### src/rtl/gcm_stream_engine.sv
// Counter-mode encrypt/decrypt over a single-port memory with GHASH tag generation.
// All state advances on a clock-enable tick every CLK_DIV cycles of clk.
module gcm_stream_engine #(
  parameter int              W        = 16,
  parameter int              ADDR_W   = 6,
  parameter int              CLK_DIV  = 4,
  parameter logic [W-1:0]    POLY     = 16'h002D,
  parameter int              SRC_BASE = 0,
  parameter int              DST_BASE = 32
) (
  input  logic              clk,
  input  logic              rst,
  input  logic              start,
  input  logic              mode,
  input  logic [ADDR_W-1:0] n_blk,
  input  logic [W-1:0]      h,
  output logic              ks_req,
  output logic [ADDR_W:0]   ks_ctr,
  input  logic              ks_valid,
  input  logic [W-1:0]      ks_data,
  output logic              en_memory,
  output logic              en_r,
  output logic              en_w,
  output logic [ADDR_W-1:0] addr,
  output logic [W-1:0]      d,
  input  logic [W-1:0]      q,
  output logic [W-1:0]      mac,
  output logic              busy,
  output logic              done,
  output logic [3:0]        state
);

  typedef enum logic [3:0] {
    S_IDLE = 4'd0, S_KS0 = 4'd1, S_RD  = 4'd2, S_KS   = 4'd3,
    S_WR   = 4'd4, S_MUL = 4'd5, S_TAG = 4'd6, S_DONE = 4'd7
  } state_t;

  localparam int CW = (CLK_DIV > 1) ? $clog2(CLK_DIV) : 1;
  localparam int JW = (W > 1) ? $clog2(W) : 1;
  localparam logic [ADDR_W-1:0] SRC_A = ADDR_W'(SRC_BASE);
  localparam logic [ADDR_W-1:0] DST_A = ADDR_W'(DST_BASE);

  state_t            cur, nxt;
  logic [CW-1:0]     div_cnt;
  logic              tick;
  logic              mode_r;
  logic [ADDR_W-1:0] n_r, i_r;
  logic [W-1:0]      h_r, ek0, y, r, c, z, v, mac_r, q_hold;
  logic              q_held;
  logic [JW-1:0]     j;
  logic [W-1:0]      q_cur, z_next, v_next;
  logic              last_step, last_blk;

  assign tick = (div_cnt == CW'(CLK_DIV - 1));

  always_ff @(posedge clk or posedge rst) begin
    if (rst)       div_cnt <= '0;
    else if (tick) div_cnt <= '0;
    else           div_cnt <= div_cnt + CW'(1);
  end

  // Memory q is held across a keystream stall so a later read cannot disturb it.
  assign q_cur     = q_held ? q_hold : q;
  assign z_next    = h_r[j] ? (z ^ v) : z;
  assign v_next    = {v[W-2:0], 1'b0} ^ (v[W-1] ? POLY : '0);
  assign last_step = (j == JW'(W - 1));
  assign last_blk  = ((i_r + ADDR_W'(1)) == n_r);

  always_ff @(posedge clk or posedge rst) begin
    if (rst)       cur <= S_IDLE;
    else if (tick) cur <= nxt;
  end

  always_comb begin
    nxt = cur;
    unique case (cur)
      S_IDLE: if (start) nxt = S_KS0;
      S_KS0:  if (ks_valid) nxt = (n_r == '0) ? S_TAG : S_RD;
      S_RD:   nxt = S_KS;
      S_KS:   if (ks_valid) nxt = S_WR;
      S_WR:   nxt = S_MUL;
      S_MUL:  if (last_step) nxt = last_blk ? S_TAG : S_RD;
      S_TAG:  nxt = S_DONE;
      S_DONE: nxt = S_IDLE;
      default: nxt = S_IDLE;
    endcase
  end

  always_comb begin
    ks_req    = 1'b0;
    ks_ctr    = '0;
    en_memory = 1'b0;
    en_r      = 1'b0;
    en_w      = 1'b0;
    addr      = '0;
    d         = '0;
    done      = 1'b0;
    busy      = (cur != S_IDLE);
    unique case (cur)
      S_KS0: ks_req = 1'b1;
      S_RD: begin
        en_memory = 1'b1;
        en_r      = 1'b1;
        addr      = SRC_A + i_r;
      end
      S_KS: begin
        ks_req = 1'b1;
        ks_ctr = {1'b0, i_r} + (ADDR_W+1)'(1);
      end
      S_WR: begin
        en_memory = 1'b1;
        en_w      = 1'b1;
        addr      = DST_A + i_r;
        d         = r;
      end
      S_TAG: begin
        en_memory = 1'b1;
        en_w      = 1'b1;
        addr      = DST_A + n_r;
        d         = y ^ ek0;
      end
      S_DONE: done = 1'b1;
      default: ;
    endcase
  end

  assign state = cur;
  assign mac   = mac_r;

  always_ff @(posedge clk or posedge rst) begin
    if (rst) begin
      mode_r <= 1'b0;
      n_r    <= '0;
      i_r    <= '0;
      h_r    <= '0;
      ek0    <= '0;
      y      <= '0;
      r      <= '0;
      c      <= '0;
      z      <= '0;
      v      <= '0;
      j      <= '0;
      mac_r  <= '0;
      q_hold <= '0;
      q_held <= 1'b0;
    end else if (tick) begin
      unique case (cur)
        S_IDLE: if (start) begin
          mode_r <= mode;
          n_r    <= n_blk;
          h_r    <= h;
          i_r    <= '0;
          mac_r  <= '0;
        end
        S_KS0: if (ks_valid) begin
          ek0 <= ks_data;
          y   <= '0;
        end
        S_RD: q_held <= 1'b0;
        S_KS: begin
          if (ks_valid) begin
            r      <= q_cur ^ ks_data;
            c      <= mode_r ? q_cur : (q_cur ^ ks_data);
            q_held <= 1'b0;
          end else begin
            q_hold <= q_cur;
            q_held <= 1'b1;
          end
        end
        // GHASH always absorbs the ciphertext, which is q itself when decrypting.
        S_WR: begin
          v <= y ^ c;
          z <= '0;
          j <= '0;
        end
        S_MUL: begin
          z <= z_next;
          v <= v_next;
          j <= j + JW'(1);
          if (last_step) begin
            y   <= z_next;
            i_r <= i_r + ADDR_W'(1);
          end
        end
        S_TAG: mac_r <= y ^ ek0;
        default: ;
      endcase
    end
  end

endmodule

### config.mk
export PLATFORM = sky130hd
export DESIGN_NAME = gcm_stream_engine
export DESIGN_NICKNAME = d
export VERILOG_FILES = /design/src/rtl/gcm_stream_engine.sv
export SDC_FILE = /design/constraint.sdc
export NUM_CORES = 1
export LEC_CHECK = 0
export ABC_AREA = 1
export ABC_CLOCK_PERIOD_IN_PS = 6100
export BUFFER_PORTS_ARGS = -buffer_cell sky130_fd_sc_hd__buf_4
export CAP_MARGIN = 10
export CORE_MARGIN = 2
export CORE_UTILIZATION = 25
export CTS_CLUSTER_DIAMETER = 30
export DETAILED_ROUTE_END_ITERATION = 8
export SLEW_MARGIN = 20
export SYNTH_ARGS = -nofsm -noshare
export SYNTH_HDL_FRONTEND = slang
export SYNTH_SLANG_ARGS = --single-unit
### constraint.sdc
create_clock -name clk -period 6.1 [get_ports clk]
set_input_delay 1.22 -clock clk [delete_from_list [all_inputs] [get_ports clk]]
set_output_delay 1.22 -clock clk [all_outputs]
set_load 0.01 [all_outputs]
==> impl_table.tex <==
\begin{tabular}{lr}
\hline
Metric & Value \\
\hline
\multicolumn{2}{l}{\textbf{Outcome}} \\
\quad Outcome & completed \\
\multicolumn{2}{l}{\textbf{Global routing}} \\
\quad Routing layer with the top usage in global route & met2 \\
\quad M2 GR Usage & 0.2087 \\
\quad Global-route wire length before repair & between 30000 and 40000 microns \\
\quad GRT Residual Overflow & 0 \\
\quad Global Route met3 Usage & 0.02794 \\
\quad Global-route track usage on met1 & 0.1964 \\
\quad Overall Global Routing Usage & 0.1355 \\
\quad Number of antenna violations at the first check in global routing & 0 \\
\quad Maximum number of pins on one net before global-route repair & 154 \\
\quad Via count of the first global-routing pass & around 7.0k \\
\multicolumn{2}{l}{\textbf{Floorplan}} \\
\quad Height of the die & 188.5 microns \\
\quad Die outline width & 188.5 microns \\
\quad Die footprint & roughly 36000 sq um \\
\quad I/O pin total & 114 \\
\quad Number of core rows & 67 \\
\quad Initial core utilization & 0.2537 \\
\quad Floorplan core area & 33530 sq um \\
\multicolumn{2}{l}{\textbf{Clocking}} \\
\quad Clock root cell & sky130\_fd\_sc\_hd\_\_clkbuf\_16 \\
\quad Cells resized by post-CTS repair & 0 \\
\quad Post-CTS setup repair buffer count & 0 \\
\quad Maximum number of buffers from clock root to sink & 2 \\
\quad Clock insertion delay at the later pin of the skew report & 0.43 ns \\
\quad Clock Sinks & 167 \\
\quad CTS hold repair buffers & 0 \\
\quad Clock buffer count from CTS & 17 \\
\quad Maximum level of the CTS H-tree & 4 \\
\quad Clock tree from TritonCTS & yes \\
\quad CTS clock-pin slew for the worst setup and hold paths & 0.07 ns \\
\multicolumn{2}{l}{\textbf{Synthesis}} \\
\quad Post-synthesis instance total & 1066 \\
\quad Synthesized flop and latch total & 167 \\
\quad Flip-flop cell with the highest count after synthesis & sky130\_fd\_sc\_hd\_\_dfrtp\_1 \\
\quad Yosys synthesis warning count & 0 \\
\quad Largest cells by area after synthesis & sky130\_fd\_sc\_hd\_\_dfrtp\_1, sky130\_fd\_sc\_hd\_\_nand2\_1, sky130\_fd\_sc\_hd\_\_nand3\_1, sky130\_fd\_sc\_hd\_\_xor2\_1, sky130\_fd\_sc\_hd\_\_o21ai\_0 \\
\quad Fraction of post-synthesis cell area in the top cell type by area & 0.4912 \\
\quad Number of enable-type register cells in the synthesized netlist & 0 \\
\quad Mean post-synth cell area & 7.981 sq um \\
\quad Combined area of all synthesized cells & 8508 sq um \\
\quad Cell accounting for the most synthesized area & sky130\_fd\_sc\_hd\_\_dfrtp\_1 \\
\quad Synthesized netlist net count & 1128 \\
\quad Share of synthesized flip-flops with an asynchronous set or reset & 1.000 \\
\quad Portion of the post-synthesis area used by sequential elements & 0.4912 \\
\quad Synth cell types & 40 \\
\multicolumn{2}{l}{\textbf{Worst setup path}} \\
\quad Critical path data arrival time & 2.53 ns \\
\quad Worst endpoint required time & 4.88 ns \\
\quad Worst Setup Start Kind & flip-flop \\
\quad Crit path top cell by count & sky130\_fd\_sc\_hd\_\_inv\_1 \\
\quad Critical-path top delay cell & sky130\_fd\_sc\_hd\_\_nor2\_4 \\
\quad Crit Path Class & reg2out \\
\quad Delay of the slowest cell on the worst path & 0.52 ns \\
\quad Critical-path maximum fanout & 18 \\
\quad Category of the worst setup path capture point & output port \\
\quad Cell breakdown of the critical path & inv\_2, nor2\_2, inv\_1, nor2\_4, inv\_1, o22ai\_1, buf\_4 \\
\multicolumn{2}{l}{\textbf{Timing}} \\
\quad Setup repair after global routing missed its margin & no \\
\quad Actual slew at the worst max-slew pin & 1.060 ns \\
\quad Setup TNS & 0 ns \\
\quad Final max-slew violation count & 0 \\
\quad Largest clock skew in the final design & 0.01239 ns \\
\quad Worst slew margin relative to its limit & 0.2925 \\
\quad Tmin final & $\sim$3.8 ns \\
\quad Share of the cycle needed by the critical path after routing & 0.6148 \\
\quad \# setup viols final & 0 \\
\quad Max frequency & 266.7 MHz \\
\quad Final hold viol count & 0 \\
\multicolumn{2}{l}{\textbf{Final layout}} \\
\quad Total number of nets in the final design & 1214 \\
\quad Filler cell count in the final layout & about 3.6k \\
\quad Area of the multi-input gates & 3814 sq um \\
\quad Commonest non-fill, non-tap cell in the layout & sky130\_fd\_sc\_hd\_\_nand2\_1 \\
\quad Register area & about 4200 sq um \\
\quad Top library cells by usage in the layout, fill and taps aside & sky130\_fd\_sc\_hd\_\_nand2\_1, sky130\_fd\_sc\_hd\_\_dfrtp\_1, sky130\_fd\_sc\_hd\_\_buf\_4 \\
\quad Fraction of final layout cells with drive strength greater than 1 & 0.1665 \\
\quad Layout overhead on the synthesized area & 21.25\% \\
\quad Antenna Diode Count & 0 \\
\multicolumn{2}{l}{\textbf{Routing}} \\
\quad Final wirelength & 23760 microns \\
\quad ANT nets after route & 0 \\
\quad Post-DR vias/cell & 4.501 \\
\quad DRC Markers & 0 \\
\quad Number of DRC markers in iteration 0 & between 500 and 600 \\
\quad Average detailed-routed wire length per instance & 14.73 microns \\
\quad Via Count & 7260 \\
\quad First-pass iteration count of the detailed router & 5 \\
\multicolumn{2}{l}{\textbf{Place}} \\
\quad Final weighted congestion in routability-driven placement & 0.7961 \\
\quad Detailed placer's ending HPWL & 16450 microns \\
\quad Number of buffers inserted by port buffering & between 100 and 150 \\
\multicolumn{2}{l}{\textbf{Power}} \\
\quad Power after layout & 4.351 mW \\
\quad Max VDD drop & 209.4 uV \\
\quad PwrDens & 421.8 nW/um\^{}2 \\
\quad Combinational power share & 0.343 \\
\quad Leakage power total & 5.261 nW \\
\quad Clock power frac & 0.248 \\
\quad Net switching power figure & roughly 1.7 mW \\
\quad Total internal power & approximately 2.6 mW \\
\quad Sequential Power Share & 0.409 \\
\quad Switching share of power & 0.3946 \\
\multicolumn{2}{l}{\textbf{Min path}} \\
\quad Path category of the worst min-delay check & reg2reg \\
\multicolumn{2}{l}{\textbf{Job}} \\
\quad Max-capacitance violation count & 0 \\
\hline
\end{tabular}
==> layer usage <==
layer,vias up,share of wire
li1,3615,-
met1,3449,0.49
met2,185,0.45
met3,11,0.053
met4,0,0.0068
met5,-,0
==> worst paths after layout <==
check / to / slack (ns) / start / cells after the start
max: addr[1] / 2.35 / state[2] / 7
min: div_cnt[0] / 0.43 / div_cnt[0] / 1
max reg2reg: y[6] / 2.93 / state[2] / 9
min reg2reg: div_cnt[0] / 0.43 / div_cnt[0] / 1
max in group asynchronous: j[0] / 4.30 / rst / 3
min in group asynchronous: ek0[8] / 0.70 / rst / 2
==> registers in the layout, indices dropped and copies added, names as in the netlist <==
signal / cells
j: 4
mode_r: 1
h_r: 16
q_held: 1
r: 16
mac: 16
c: 16
y: 16
n_r: 6
state: 3
ek0: 16
q_hold: 16
v: 16
i_r: 6
div_cnt: 2
z: 16
==> power by group through the flow <==
| stage | Clock [mW] | Combinational (mW) | Sequential (mW) |
|---|---|---|---|
| finish | 1.08 | 1.49 | 1.78 |
| global route | 1.14 | 1.69 | 1.83 |
| CTS | 1.10 | 1.50 | 1.77 |
| detailed placement | 0 | 1.50 | 1.79 |
| global placement | 0 | 1.48 | 1.78 |
| floorplan | 0 | 1.09 | 1.70 |
==> synthesized netlist by cell type (all sizes together), types with 16 or more instances <==
library cell,instances
clkbuf,23
xor2,38
or2,19
nor2,65
xnor2,16
nand3,106
a31oi,16
dfrtp,167
o21ai,65
nand2,363
a21oi,31
buf,29
o211ai,29
inv,71
==> stage by stage <==
step,hold slack [ns],util,instance area [sq um],instances,setup WS [ns]
floorplan,0.4031,-,8508,1066,0.3616
finish,0.4272,0.3076,10320,1613,2.350
global route,0.4603,0.3076,10320,1613,2.176
detailed placement,0.4204,0.2903,9734,1581,2.833
CTS,0.4298,0.3076,10320,1613,2.375
global placement,0.4132,0.2903,9734,1581,2.886
==> critical path: cells and delay by family, from the launching register on <==
kind                   cells  cell delay, ns
buffers and inverters      4            0.70
AND/OR/NAND/NOR            2            0.64
flip-flops                 1            0.51
AO/OA/AOI/OAI              1            0.24
==> cell families (layout without fill, tap and decap cells) <==
group | count (synthesis) | after routing | share of synthesized area
and+or+nand+nor | 565 | 565 | 0.2821
DFF | 167 | 167 | 0.4912
AOI/OAI and AO/OA | 152 | 152 | 0.1057
buffers and inverters | 124 | 223 | 0.06059
xor gates and xnor gates | 54 | 54 | 0.05559
adders and majority gates | 3 | 3 | 0.004412
other | 1 | 1 | 0.0004408
==> final cells by class <==
class / instances / area share
Tap cell: 448 / 0.05434
Clock buffer: 19 / 0.04294
Timing Repair Buffer: 119 / 0.08781
Clock inverter: 13 / 0.01346
Inverter: 72 / 0.02668
Sequential cell: 167 / 0.4051
Multi-Input combinational cell: 775 / 0.3697
Power figures use the tool's default switching activity.
